$ cat src/rtl/mem_arbiter.sv
// mem_arbiter: shares one memory port between instruction fetch (i_*) and
// load/store (d_*) requesters. One outstanding transaction; data has
// priority; a streak counter forces a fetch grant after STARVE_LIMIT data
// grants made while fetch was waiting. Responses are routed to the owner.
// Ports: clk, reset (sync, active-high); i_req/i_addr -> i_gnt/i_rvalid/
// i_rdata; d_req/d_addr/d_we/d_wstrb/d_wdata -> d_gnt/d_rvalid/d_rdata;
// mem_req/mem_addr/mem_we/mem_wstrb/mem_wdata, mem_ready/mem_rvalid/mem_rdata.
module mem_arbiter #(
    parameter int STARVE_LIMIT = 4
) (
    input  logic        clk,
    input  logic        reset,
    input  logic        i_req,
    input  logic [31:0] i_addr,
    output logic        i_gnt,
    output logic        i_rvalid,
    output logic [31:0] i_rdata,
    input  logic        d_req,
    input  logic [31:0] d_addr,
    input  logic        d_we,
    input  logic [3:0]  d_wstrb,
    input  logic [31:0] d_wdata,
    output logic        d_gnt,
    output logic        d_rvalid,
    output logic [31:0] d_rdata,
    output logic        mem_req,
    output logic [31:0] mem_addr,
    output logic        mem_we,
    output logic [3:0]  mem_wstrb,
    output logic [31:0] mem_wdata,
    input  logic        mem_ready,
    input  logic        mem_rvalid,
    input  logic [31:0] mem_rdata
);

    localparam int SW = $clog2(STARVE_LIMIT + 1);
    localparam logic [SW-1:0] LIMIT = SW'(STARVE_LIMIT);

    localparam logic [1:0] IDLE = 2'd0;
    localparam logic [1:0] REQ  = 2'd1;
    localparam logic [1:0] RESP = 2'd2;

    logic [1:0]    state;
    logic          own_d;
    logic [SW-1:0] streak;
    logic [31:0]   lat_addr;
    logic          lat_we;
    logic [3:0]    lat_wstrb;
    logic [31:0]   lat_wdata;

    logic          win_d;
    logic          win_i;
    logic          sel_d;
    logic          active;
    logic          accept;
    logic          resp;
    logic [31:0]   f_addr;
    logic          f_we;
    logic [3:0]    f_wstrb;
    logic [31:0]   f_wdata;

    // Data wins unless fetch is waiting and has been passed over too often.
    assign win_d = d_req && !(i_req && (streak == LIMIT));
    assign win_i = !win_d && i_req;

    assign sel_d  = (state == IDLE) ? win_d : own_d;
    assign active = ((state == IDLE) && (win_d || win_i)) || (state == REQ);
    assign accept = active && mem_ready;
    assign resp   = (state == RESP) && mem_rvalid;

    // Winner's fields; fetch presents a read with no write data.
    always_comb begin
        f_addr  = 32'h0;
        f_we    = 1'b0;
        f_wstrb = 4'h0;
        f_wdata = 32'h0;
        unique case (1'b1)
            win_d: begin
                f_addr  = d_addr;
                f_we    = d_we;
                f_wstrb = d_wstrb;
                f_wdata = d_wdata;
            end
            win_i: begin
                f_addr  = i_addr;
            end
            default: ;
        endcase
    end

    // Everything is forced to zero while reset is held.
    always_comb begin
        mem_req   = 1'b0;
        mem_addr  = 32'h0;
        mem_we    = 1'b0;
        mem_wstrb = 4'h0;
        mem_wdata = 32'h0;
        i_gnt     = 1'b0;
        d_gnt     = 1'b0;
        i_rvalid  = 1'b0;
        d_rvalid  = 1'b0;
        i_rdata   = 32'h0;
        d_rdata   = 32'h0;
        if (!reset) begin
            mem_req = active;
            if (state == REQ) begin
                mem_addr  = lat_addr;
                mem_we    = lat_we;
                mem_wstrb = lat_wstrb;
                mem_wdata = lat_wdata;
            end else if (state == IDLE) begin
                mem_addr  = f_addr;
                mem_we    = f_we;
                mem_wstrb = f_wstrb;
                mem_wdata = f_wdata;
            end
            i_gnt    = accept && !sel_d;
            d_gnt    = accept && sel_d;
            i_rvalid = resp && !own_d;
            d_rvalid = resp && own_d;
            if (resp && !own_d) begin
                i_rdata = mem_rdata;
            end
            if (resp && own_d && !lat_we) begin
                d_rdata = mem_rdata;
            end
        end
    end

    always_ff @(posedge clk) begin
        if (reset) begin
            state     <= IDLE;
            own_d     <= 1'b0;
            streak    <= '0;
            lat_addr  <= 32'h0;
            lat_we    <= 1'b0;
            lat_wstrb <= 4'h0;
            lat_wdata <= 32'h0;
        end else begin
            case (state)
                IDLE: begin
                    if (win_d || win_i) begin
                        own_d     <= win_d;
                        lat_addr  <= f_addr;
                        lat_we    <= f_we;
                        lat_wstrb <= f_wstrb;
                        lat_wdata <= f_wdata;
                        state     <= mem_ready ? RESP : REQ;
                    end
                end
                REQ: begin
                    if (mem_ready) begin
                        state <= RESP;
                    end
                end
                RESP: begin
                    if (mem_rvalid) begin
                        state <= IDLE;
                    end
                end
                default: state <= IDLE;
            endcase

            // Count data grants made while fetch was left waiting.
            if (accept) begin
                if (!sel_d) begin
                    streak <= '0;
                end else if (i_req) begin
                    if (streak != LIMIT) begin
                        streak <= streak + SW'(1);
                    end
                end else begin
                    streak <= '0;
                end
            end
        end
    end

endmodule

$ cat config.mk
export PLATFORM = sky130hd
export DESIGN_NAME = mem_arbiter
export DESIGN_NICKNAME = d
export VERILOG_FILES = /design/src/rtl/mem_arbiter.sv
export SDC_FILE = /design/constraint.sdc
export NUM_CORES = 1
export LEC_CHECK = 0
export ABC_AREA = 1
export BUFFER_PORTS_ARGS = -buffer_cell sky130_fd_sc_hd__buf_2
export CORE_ASPECT_RATIO = 1.2
export CORE_MARGIN = 10
export CORE_UTILIZATION = 35
export CTS_BUF_LIST = sky130_fd_sc_hd__clkbuf_16
export CTS_CLUSTER_SIZE = 16
export DETAILED_ROUTE_END_ITERATION = 6
export GPL_TIMING_DRIVEN = 0
export PLACE_DENSITY = 0.78
export SETUP_SLACK_MARGIN = 0.1
export SYNTH_ARGS = -nofsm -noshare
export SYNTH_HDL_FRONTEND = slang
export SYNTH_SLANG_ARGS = --single-unit
$ cat constraint.sdc
create_clock -name clk -period 1.6 [get_ports clk]
set_input_delay 0.08 -clock clk [delete_from_list [all_inputs] [get_ports clk]]
set_output_delay 0.08 -clock clk [all_outputs]
set_load 0.01 [all_outputs]
After elaboration in Yosys (flattened, before gate mapping)
Index checks and enable logic that the tools add are counted.
Cells by class
  add/sub/neg operators: 1
  equal/unequal tests: 8
  mux-type cells: 34
  reduce and logical (&&, ||, !) cells: 22
Operator list (number)
  $mux W32: 11
  $pmux W32 S2: 1
  $mux W4: 4
  $logic_and A1 B1 Y1: 11
  $mux W1: 10
  $mux W3: 3
  $mux W2: 4
  $pmux W2 S3: 1
  $logic_not A1 Y1: 5
  $ne A2 B2 Y1 const B: 2
  $reduce_and A2 Y1: 2
  $add A3 B1 Y3 const B: 1
  $eq A3 B3 Y1 const B: 1
  $ne A3 B2 Y1 const B: 1
  $ne A3 B3 Y1 const B: 1
  $reduce_and A3 Y1: 1
  $eq A2 B1 Y1 const B: 1
  $eq A2 B2 Y1 const B: 1
  $logic_not A2 Y1: 1
  $logic_or A1 B1 Y1: 2
  $ne A2 B1 Y1 const B: 1
Storage, ports and cells
  register bits after elaboration: 75

Depth between registers and ports, before layout
  depth after elaboration: 12
  gate-level depth with buffers: 13
  mapped depth without buffers: 11

Worst setup path before layout
OpenSTA, ideal clock, no wires.
  kind: flip-flop to output port
  from: register streak[0]
  to: output mem_addr[10]
  data arrival time: 1448 ps
  data required time: 1520 ps
  setup slack: 72 ps
  stages on the path, launching flop included: 11
  cells stage by stage: dfxtp_1 -> inv_1 -> ha_1 -> nand3_1 -> nand2_1 -> inv_2 -> clkbuf_1 -> nand2_1 -> nand2_1 -> nand2_1 -> a21oi_1
Between the ends
  cells in the longest elaborated chain, start to end: 10
Ends and longest elaborated chain
  start, declared: RTL line 45  | logic [SW-1:0] streak;
  start signal, assigned: RTL line 170  | streak <= streak + SW'(1);
  $eq A3 B3 Y1 *: RTL line 63  | assign win_d = d_req && !(i_req && (streak == LIMIT));
  $logic_and A1 B1 Y1 *: RTL line 63
  $logic_not A1 Y1 *: RTL line 63
  $logic_and A1 B1 Y1 *: RTL line 63
  $logic_not A1 Y1: RTL line 64  | assign win_i = !win_d && i_req;
  $logic_and A1 B1 Y1: RTL line 64
  $pmux W32 S2 *: RTL line 77  | unique case (1'b1)
  $mux W32 *: RTL line 111  | end else if (state == IDLE) begin
  $mux W32 *: RTL line 106  | if (state == REQ) begin
  $mux W32 *: RTL line 104  | if (!reset) begin
  end, declared: RTL line 27  | output logic [31:0] mem_addr,
Mark *: on every way between the ends. The rest lies on a longest branch, timed or not.

Worst setup path in the final report
  from: register streak[0]
  to: output mem_addr[1]
Same word-level chain as after synthesis.

==> results.py <==
metrics = {
    "worst_setup_path": {
        "path_max_fanout": 10,
        "critPathKind": "flop to output pin",
        "path_delay_family": "buffers and inverters",
        "path_buf_inv": 4,
        "cp.arrival_ps": 1900,
        "worst_path_largest_cell_delay_ps": 330,
        "critical_path.endpoint_type": "output pin",
        "crit_slowest_cell": "dfxtp_2",
        "critPathLaunchType": "flop",
        "cp_cell_sequence": "inv_2 -> ha_4 -> nand2_4 -> a21oi_4 -> buf_12 -> buf_8 -> nand2_1 -> nand2_1 -> nand2_1 -> a21oi_1 -> buf_2",
        "cp_common_cell": "nand2_1",
        "required_ps": 1520,
    },
    "finish": {
        "fin_util_pct": 65.5,
        "multi_input_area_sq_um": 3330,
        "regArea_sq_um": 1510,
        "n_antenna_cell": 0,
        "area_growth_pct": 84.3,
        "nFillCells": 1100,
        "layout_common_cells": "nand2_1, buf_2, inv_1",
        "final_nets": 1287,
        "mostFrequentLayoutCell": "nand2_1",
        "drive_above_1_share_pct": 51.7,
    },
    "grt": {
        "grt_pass1_vias": 6107,
        "grt_max_degree": 12,
        "overflow": 0,
        "grt_usage_pct": 21.0,
        "antenna_found_initial": 0,
        "grt_pass1_wl_mm": 30.4,
    },
    "clock_tree": {
        "clk_latency_ps": 320,
        "clock_sinks": 75,
        "cts.clk_slew.worst_paths_ps": 60,
        "cts_tree": "yes",
        "root_buffer": "clkbuf_16",
        "clk_path_buf_depth": 2,
        "cts_htree_levels": 3,
        "cts-buffers-inserted": 9,
    },
    "route": {
        "antenna_left": 0,
        "first_pass_iters": 5,
        "drt_iter0_markers": 266,
        "vias": 6273,
        "wl_mm": 20.6,
        "post_drt_wl_per_cell_um": 15.7,
        "via_per_inst": 4.78,
        "drc": 0,
    },
    "logic_synthesis": {
        "async_reset_ff_share_pct": 0,
        "ys_warn_count": 0,
        "avgSynthCellArea_sq_um": 5.64,
        "synthFlopType": "dfxtp_1",
        "ys_seq_area_share_pct": 33.5,
        "ys_ff_latch": 75,
        "netlist_area_sq_um": 4480,
        "synth_cell_types": 21,
        "netlist_instances": 795,
        "synthesis.nets": 936,
        "synth_edf_count": 0,
    },
    "pwr": {
        "intPower_uw": 4070,
        "swShare_pct": 32.2,
        "combPwrFrac_pct": 33.1,
        "seqPwrFrac_pct": 34.8,
        "total_power_uw": 6000,
        "power.density_nw_per_um2": 726,
        "p_leak_uw": 0.00457,
        "max-vdd-ir-drop_mv": 0.455,
        "clockPowerShare_pct": 32.1,
        "switchingPower_uw": 1930,
    },
    "timing": {
        "rsz0062_at_grt": "true",
        "min_period_over_period_pct": 124,
        "slew_violations": 0,
        "slew_headroom_pct": 50.7,
        "fin_crit_ps": 1980,
        "hold_violations": 0,
        "worstMarginPinSlew_ps": 740,
        "fin_worst_skew_ps": 5.57,
        "finalSetupViolations": 136,
        "fmax_ghz": 0.505,
        "layout_setup_ws_ps": -382,
    },
    "placement": {
        "port_buffers": 276,
        "dp_slack_ps": -218,
        "place_congestion": 0.859,
        "dp.final_hpwl_mm": 13.8,
    },
    "floorplanning": {
        "die_w_um": 123,
        "fp-row-count": 45,
        "fp.coreArea_sq_um": 12600,
        "io-pin-count": 277,
        "die_h_um": 144,
        "start_util_pct": 35.6,
        "dieArea_sq_um": 17800,
    },
    "min_path": {
        "hold_path.class": "input pin to flop",
    },
    "job": {
        "drv_cap": 0,
    },
    "status": {
        "status": "finished, violations left",
        "violations": "negative setup slack",
    },
}
[metrics by stage]
stage	cells	cell area, sq um	setup TNS (ps)	hold WS (ps)
6_report	1313	8270	-24740	25.0
5_1_grt	1313	8270	-34810	21.6
2_1_floorplan	795	4490	0	159
3_5_place_dp	1235	6070	-10470	287
4_1_cts	1305	7660	-23330	9.94
3_3_place_gp	1235	6070	-11380	282
[synth_stat cells (2+ instances only)]
cell type    n  area share, %
a21oi_1    107             12
buf_1        2           0.17
buf_2       10            1.1
buf_4        7            1.2
buf_6        5            1.3
clkbuf_1    25            2.1
dfxtp_1     75             33
ha_1         2           0.56
inv_1       77            6.4
inv_2        7           0.59
nand2_1    379             32
nand2_2      2           0.28
nand3_1     14            1.6
nor2_1      75            6.3
nor2_2       2           0.28
[sequential cells by signal, indices dropped and copies added, names as in the netlist]
register   cells
lat_addr      32
lat_wdata     32
lat_wstrb      4
streak         3
state          2
lat_we         1
own_d          1
[power groups by stage]
stage | clock [uW] | combinational (uW) | sequential, uW
floorplan | 0 | 760 | 2100
global placement | 0 | 1240 | 2110
detailed placement | 0 | 1250 | 2110
CTS | 1950 | 1770 | 2080
global route | 2050 | 2170 | 2100
finish | 1930 | 1990 | 2090
[cell type report]
class,count,area share [%]
multi-input cells,587,40.2
repair buffers,340,26.7
flip-flops and latches,75,18.3
plain buffers,49,4.89
inverters,84,4.09
clock buffers,9,2.72
well taps,164,2.48
clock inverters,5,0.590
[routing by layer]
layer | up-vias | share of wire, % | GRT usage [%]
li1 | 3113 | - | -
met3 | 60 | 7.1 | 4.21
met4 | 0 | 3.2 | 6.08
met2 | 267 | 51 | 37.5
met5 | - | 0 | 0
met1 | 2833 | 39 | 24.5
[cell families (layout without fill, tap and decap cells)]
logic type	after synthesis	in the layout	synth area share, %
buffers and inverters	133	487	12.8
DFF	75	75	33.5
and+or+nand+nor	476	476	40.8
xor gates and xnor gates	1	1	0.195
AOI/OAI and AO/OA	108	108	12.1
adders and majority gates	2	2	0.558
[what timing repair did]
action | 4_1_cts | 5_1_grt
cloned | 12 | 1
pin swaps | 31 | 46
buffers inserted | 46 | 18
hold buffers | 1 | 0
resized for setup | 213 | 175
setup endpoints to repair | 206 | 198
endpoints found under the hold margin | 1 | 0
[tightest hold or removal path, stage by stage]
cell     delay [ps]
buf_2           110
nand2_4          60
a21oi_1          50
[worst paths after layout]
path,start,end,slack [ps],cells after the start
worst max-delay path,streak[0],mem_addr[1],-380,11
worst min-delay path,d_wdata[11],lat_wdata[11],20,3
worst max register to register,streak[0],lat_addr[12],-280,16
worst min register to register,lat_wdata[24],lat_wdata[24],460,2
Note: power is estimated with default switching activity, not from simulation.
